[src/rtl/multu_unit_if.sv]
`default_nettype none
// ============================================================================
// Module      : multu_unit_if
// Description : Issue/read/status bundle between the pipeline and multu_unit.
// Revision    : 1.0 - initial release
// ============================================================================
interface multu_unit_if #(
    parameter int WIDTH = 32
);
    logic             start;
    logic [WIDTH-1:0] a;
    logic [WIDTH-1:0] b;
    logic [1:0]       alusel;
    logic [WIDTH-1:0] hilo_out;
    logic [WIDTH-1:0] hi;
    logic [WIDTH-1:0] lo;
    logic             busy;
    logic             done;
    logic             stall;

    modport master (
        output start, a, b, alusel,
        input  hilo_out, hi, lo, busy, done, stall
    );

    modport slave (
        input  start, a, b, alusel,
        output hilo_out, hi, lo, busy, done, stall
    );
endinterface
`default_nettype wire

[src/rtl/multu_unit.sv]
`default_nettype none
// ============================================================================
// Module      : multu_unit
// Description : Iterative radix-2 shift-add unsigned multiplier owning HI/LO.
// Revision    : 1.0 - initial release
// ============================================================================
module multu_unit #(
    parameter int WIDTH = 32
) (
    input  wire logic         clk,
    input  wire logic         rst,
    multu_unit_if.slave       bus
);

    localparam int CW = (WIDTH > 1) ? $clog2(WIDTH) : 1;
    localparam logic [CW-1:0] c_last_step = CW'(WIDTH - 1);
    localparam logic [1:0]    c_sel_hi    = 2'b01;
    localparam logic [1:0]    c_sel_lo    = 2'b10;

    typedef enum logic [1:0] {
        S_IDLE = 2'd0,
        S_RUN  = 2'd1,
        S_DONE = 2'd2
    } state_t;

    state_t           r_state;
    logic [WIDTH:0]   r_p;
    logic [WIDTH-1:0] r_q;
    logic [WIDTH-1:0] r_m;
    logic [CW-1:0]    r_count;
    logic [WIDTH-1:0] r_hi;
    logic [WIDTH-1:0] r_lo;
    logic             r_busy;
    logic             r_done;

    logic [WIDTH:0]   w_addend;
    logic [WIDTH:0]   w_sum;
    logic [WIDTH:0]   w_p_next;
    logic [WIDTH-1:0] w_q_next;
    logic [WIDTH-1:0] w_hilo;
    logic             w_read_req;

    // P stays below 2^WIDTH after every shift, so the W+1 bit sum never overflows.
    assign w_addend = r_q[0] ? {1'b0, r_m} : '0;
    assign w_sum    = r_p + w_addend;
    assign w_p_next = {1'b0, w_sum[WIDTH:1]};
    assign w_q_next = {w_sum[0], r_q[WIDTH-1:1]};

    always_ff @(posedge clk) begin
        if (rst) begin
            r_state <= S_IDLE;
            r_p     <= '0;
            r_q     <= '0;
            r_m     <= '0;
            r_count <= '0;
            r_hi    <= '0;
            r_lo    <= '0;
            r_busy  <= 1'b0;
            r_done  <= 1'b0;
        end else begin
            case (r_state)
                S_IDLE, S_DONE: begin
                    r_done <= 1'b0;
                    if (bus.start) begin
                        r_p     <= '0;
                        r_q     <= bus.b;
                        r_m     <= bus.a;
                        r_count <= '0;
                        r_busy  <= 1'b1;
                        r_state <= S_RUN;
                    end else begin
                        r_busy  <= 1'b0;
                        r_state <= S_IDLE;
                    end
                end
                S_RUN: begin
                    // start is deliberately ignored here; the pipeline sees stall.
                    r_p     <= w_p_next;
                    r_q     <= w_q_next;
                    r_count <= r_count + CW'(1);
                    if (r_count == c_last_step) begin
                        r_hi    <= w_p_next[WIDTH-1:0];
                        r_lo    <= w_q_next;
                        r_busy  <= 1'b0;
                        r_done  <= 1'b1;
                        r_state <= S_DONE;
                    end
                end
                default: begin
                    r_busy  <= 1'b0;
                    r_done  <= 1'b0;
                    r_state <= S_IDLE;
                end
            endcase
        end
    end

    always_comb begin
        w_hilo = '0;
        case (bus.alusel)
            c_sel_hi: w_hilo = r_hi;
            c_sel_lo: w_hilo = r_lo;
            default:  w_hilo = '0;
        endcase
    end

    assign w_read_req   = (bus.alusel == c_sel_hi) || (bus.alusel == c_sel_lo);

    assign bus.hilo_out = w_hilo;
    assign bus.hi       = r_hi;
    assign bus.lo       = r_lo;
    assign bus.busy     = r_busy;
    assign bus.done     = r_done;
    assign bus.stall    = r_busy && (bus.start || w_read_req);

endmodule
`default_nettype wire

[src/flat_wrapper.sv]
// flat-port wrapper written by rule: the top's interface ports become plain ports
module multu_unit_flat 
#(
    parameter int WIDTH = 32
)
  (clk, rst, bus_start, bus_a, bus_b, bus_alusel, bus_hilo_out, bus_hi, bus_lo, bus_busy, bus_done, bus_stall);
  multu_unit_if #(.WIDTH(WIDTH)) bus_i ();
  input  wire logic clk;
  input  wire logic rst;
  input wire logic [$bits(bus_i.start)-1:0] bus_start;
  input wire logic [$bits(bus_i.a)-1:0] bus_a;
  input wire logic [$bits(bus_i.b)-1:0] bus_b;
  input wire logic [$bits(bus_i.alusel)-1:0] bus_alusel;
  output wire logic [$bits(bus_i.hilo_out)-1:0] bus_hilo_out;
  output wire logic [$bits(bus_i.hi)-1:0] bus_hi;
  output wire logic [$bits(bus_i.lo)-1:0] bus_lo;
  output wire logic [$bits(bus_i.busy)-1:0] bus_busy;
  output wire logic [$bits(bus_i.done)-1:0] bus_done;
  output wire logic [$bits(bus_i.stall)-1:0] bus_stall;
  assign bus_i.start = bus_start;
  assign bus_i.a = bus_a;
  assign bus_i.b = bus_b;
  assign bus_i.alusel = bus_alusel;
  assign bus_hilo_out = bus_i.hilo_out;
  assign bus_hi = bus_i.hi;
  assign bus_lo = bus_i.lo;
  assign bus_busy = bus_i.busy;
  assign bus_done = bus_i.done;
  assign bus_stall = bus_i.stall;
  multu_unit #(.WIDTH(WIDTH)) u_core (.clk(clk), .rst(rst), .bus(bus_i));
endmodule
[config.mk]
export PLATFORM = sky130hd
export DESIGN_NAME = multu_unit_flat
export DESIGN_NICKNAME = d
export VERILOG_FILES = /design/src/rtl/multu_unit_if.sv /design/src/rtl/multu_unit.sv /design/src/flat_wrapper.sv
export SDC_FILE = /design/constraint.sdc
export NUM_CORES = 1
export LEC_CHECK = 0
export ABC_AREA = 1
export CAP_MARGIN = 25
export CORE_UTILIZATION = 48
export CTS_CLUSTER_DIAMETER = 150
export DETAILED_ROUTE_END_ITERATION = 8
export PLACE_DENSITY = 0.85
export SYNTH_ARGS = -nofsm -noshare
export SYNTH_HDL_FRONTEND = slang
export SYNTH_SLANG_ARGS = --single-unit
[constraint.sdc]
create_clock -name clk -period 2.2 [get_ports clk]
set_input_delay 0.33 -clock clk [delete_from_list [all_inputs] [get_ports clk]]
set_output_delay 0.33 -clock clk [all_outputs]
set_load 0.005 [all_outputs]
==> impl_results.md <==
* Status: finished, violations left
* Violated checks: negative setup slack
* CTS Buf Count at 17
* Max Cap Violations at 0
* FF+latch count, synth at 168
* DR WL/cell at 16.9 µm
* Initial antenna violation count at 0
* Slowest Stage Delay on Critical Path at 0.41 ns
* Critical path's most frequent cell: nand2_2
* Reg power frac at 45.1%
* Async SR Flop Fraction at 0%
* Fin area at 13200 µm²
* Family with the most delay on the worst path: simple AND/OR/NAND/NOR gates
* Core Rows at 50
* Tot GR Track Use at 31.4%
* Worst Setup Path Type: reg -> reg
* Post-CTS Hold Buffers at 0
* Area of the multi-input gates at 5700 µm²
* Boundary Pins at 168
* Share of final-layout standard cells stronger than drive strength 1 at 16.8%
* CTS clock-pin slew for the worst setup and hold paths at 0.07 ns
* Sinks on the clock net at 168
* Post-DP HPWL at 22600 µm
* Via count at 10500
* Worst Max-Slew Pin Slew at 0.811 ns
* Filler cells at 1504
* Worst hold path depth at 3
* CTS root buf: clkbuf_16
* Initial core utilization at 49.5%
* Vias in the first global route at 9694
* Final hold vios at 0
* RSZ-0062 raised after global routing: yes
* Post-layout min period at 2.21 ns
* Worst setup margin at -0.0143 ns
* Sequential share of the synthesized area at 35.8%
* Mapped Area at 9380 µm²
* Critical path startpoint category: flop
* Critical Path Stages at 13
* H-tree depth at 4
* GP Congestion at 0.946
* Ordered cell list for the critical path: buf_12, nand2_2, inv_2, ha_4, nand2_4, inv_1, nand2_1, nand2_2, nand3b_1, or2_1, nand2_2, a21o_1, inv_1
* Worst R2R Path Depth at 13
* Nets at 1787
* Sw Share at 29.1%
* Post-route DRC at 0
* Die width at 142 µm
* Worst path slowest cell: dfxtp_4
* Fin. max-slew vios at 0
* Min-delay worst type: in -> reg
* Mapped Avg Cell Area at 6.29 µm²
* Core area at 19000 µm²
* Number of warnings issued by yosys at 0
* Combinational Power Share at 12.5%
* Grt ovf at 0
* Layout area overhead at 40.8%
* CP max FO at 11
* Placed cell area at 11700 µm²
* Die Footprint at 20100 µm²
* DRT Wirelength at 33000 µm
* Leak Pwr at 6.23 nW
* Clock Skew at 0.0111 ns
* Mapped Nets at 1598
* Worst Setup End Kind: flop
* Largest net degree at the start of global routing at 66
* Global-route wire length before repair at 48800 µm
* NetSw at 2.08 mW
* PD cells at 541 nW/µm²
* Fin crit share at 101%
* Initial drt markers at 1068
* Prevailing post-synth register cell: dfxtp_1
* Hold WS at 0.455 ns
* R2R setup slack at -0.01 ns
* Worst skew pair latency at 0.45 ns
* Fmax at 452 MHz
* Worst EP required at 2.55 ns
* Headroom to the max-slew limit at 45.8%
* Die Y at 142 µm
* Peak supply drop at 0.558 mV
* Post-synth EDFFs at 0
* Final number of setup-violating endpoints at 2
* Post-synthesis instance total at 1492
* Clk pwr share at 42.4%
* Distinct cells, synth at 38
* CTS tree: done
* DRT Pass-1 Iters at 6
* Final ANT Viol Nets at 0
* Bufs and invs on worst path at 4
* DR vias/cell at 5.36
* Reg area at 3370 µm²
* Antenna diode count at 0
* Longest Clk Path Bufs at 2
* Crit path arrival time at 2.56 ns
* Internal power at 5.07 mW
* Port Buffers at 167
[worst paths after layout]
check / end / start
hold / removal: u_core.r_q[23] / bus_b[23]
setup / recovery: u_core.bus.hi[10] / u_core.r_q[0]
setup reg to reg: u_core.bus.hi[10] / u_core.r_q[0]
hold reg to reg: u_core.r_p[30] / u_core.r_p[30]
[cells in the final DEF, fill, tap and decap left out, drive strengths merged]
cell type      Yosys  routed
dlymetal6s2s       0      11
a221oi             6       6
a22o               2       2
bufbuf             0       1
a211oi             1       1
inv              236     241
a32o               1       1
dlygate4sd2        0       5
nand4              4       4
dfxtp            168     168
a32oi              1       1
o21a              15      15
nand3             68      68
clkdlybuf4s50      0     151
a31oi              7       7
nand2            510     510
o22ai              3       3
a21o               4       4
o21bai             9       9
nor2             135     135
a21oi             76      76
nand3b             4       4
fa                 1       1
or2                2       2
nor3               5       5
xnor2              6       6
clkinv             0       6
o211ai             4       4
ha                36      36
clkbuf            39      19
buf               24      64
o21ai            118     118
clkinvlp           0       3
xor2               7       7
[registers in the layout (all words and copies together) (netlist names)]
name / cells
u_core.bus.done: 1
u_core.r_count: 5
u_core.r_state: 2
u_core.bus.lo: 32
u_core.r_q: 32
u_core.r_m: 32
u_core.bus.hi: 32
u_core.r_p: 32
[per-stage QoR]
| stage | total power [mW] | utilization [%] | TNS [ns] | std cells | worst slack, ns |
|---|---|---|---|---|---|
| after floorplan | 3.69 | - | 0 | 1492 | 0.0507 |
| after global placement | 4.05 | 61.5 | -6.49 | 1915 | -0.199 |
| after detailed placement | 4.07 | 61.5 | -6.51 | 1915 | -0.230 |
| after CTS | 7.04 | 65.3 | -0.00276 | 1948 | -0.00276 |
| after global routing | 7.34 | 69.7 | -1.14 | 1954 | -0.107 |
| final | 7.14 | 69.7 | -0.0149 | 1954 | -0.0143 |
[worst register-to-register path, cell delays in order, from the launching register on]
cell and delay (ns):
dfxtp_4 0.41, buf_12 0.15, nand2_2 0.06, inv_2 0.08, ha_4 0.23, nand2_4 0.09
inv_1 0.05, nand2_1 0.08, nand2_2 0.08, nand3b_1 0.30, or2_1 0.32, nand2_2 0.10
a21o_1 0.13, inv_1 0.04
[synthesized netlist by cell type, types with 2 or more instances]
cell / count / area share, %
o21ai_0: 97 / 5.2
clkbuf_1: 39 / 1.6
buf_2: 17 / 0.91
buf_1: 5 / 0.20
inv_1: 231 / 9.2
a221oi_1: 6 / 0.56
ha_1: 36 / 4.8
o21bai_1: 9 / 0.72
a22o_1: 2 / 0.19
nand3b_1: 4 / 0.32
buf_6: 2 / 0.24
nand3_1: 67 / 3.6
dfxtp_1: 168 / 36
o22ai_1: 3 / 0.20
a21oi_1: 76 / 4.1
nor2_1: 127 / 5.1
o211ai_1: 4 / 0.32
xor2_1: 7 / 0.65
nand2_1: 506 / 20
o21ai_1: 21 / 1.1
o21a_1: 15 / 1.2
nor2_2: 5 / 0.33
xnor2_1: 6 / 0.56
nand4_1: 4 / 0.27
a31oi_1: 7 / 0.47
nor2_4: 3 / 0.36
inv_2: 4 / 0.16
nor3_1: 5 / 0.27
nand2_2: 4 / 0.27
a21o_1: 4 / 0.32
[final cells by class]
class | count | area share (%)
inverters | 236 | 6.72
well taps | 260 | 2.46
multi-input cells | 1025 | 43.1
flip-flops and latches | 168 | 25.5
repair buffers | 233 | 17.7
clock buffers | 18 | 3.32
clock inverters | 14 | 1.20
[per-layer routing]
layer | GRT usage (%) | wire [µm] | vias to the layer above
met5 | 0 | 0 | -
met4 | 16.4 | 1410 | 0
met3 | 5.84 | 2430 | 108
met2 | 50.3 | 15600 | 502
met1 | 40.2 | 13600 | 4852
li1 | - | - | 5007
[logic make-up after synthesis]
logic type	share of synthesized area [%]
simple gates	31.0
buf+inv	12.4
compound gates	14.6
flops	35.8
fa+ha+maj	5.01
xor+xnor	1.21
[power groups by stage]
stage	logic (mW)	clock network (mW)	registers (mW)
global route	0.962	3.14	3.23
detailed placement	0.789	0	3.28
global placement	0.769	0	3.28
finish	0.894	3.03	3.22
floorplan	0.423	0	3.26
CTS	0.816	3.01	3.21
[what timing repair did]
| item | 4_1_cts | 5_1_grt |
|---|---|---|
| buffers inserted | 0 | 5 |
| setup endpoints to repair | 48 | 64 |
| gates cloned | 1 | 1 |
| pin swaps | 3 | 25 |
| resized for setup | 25 | 190 |
(Power assumes the default switching activity.)
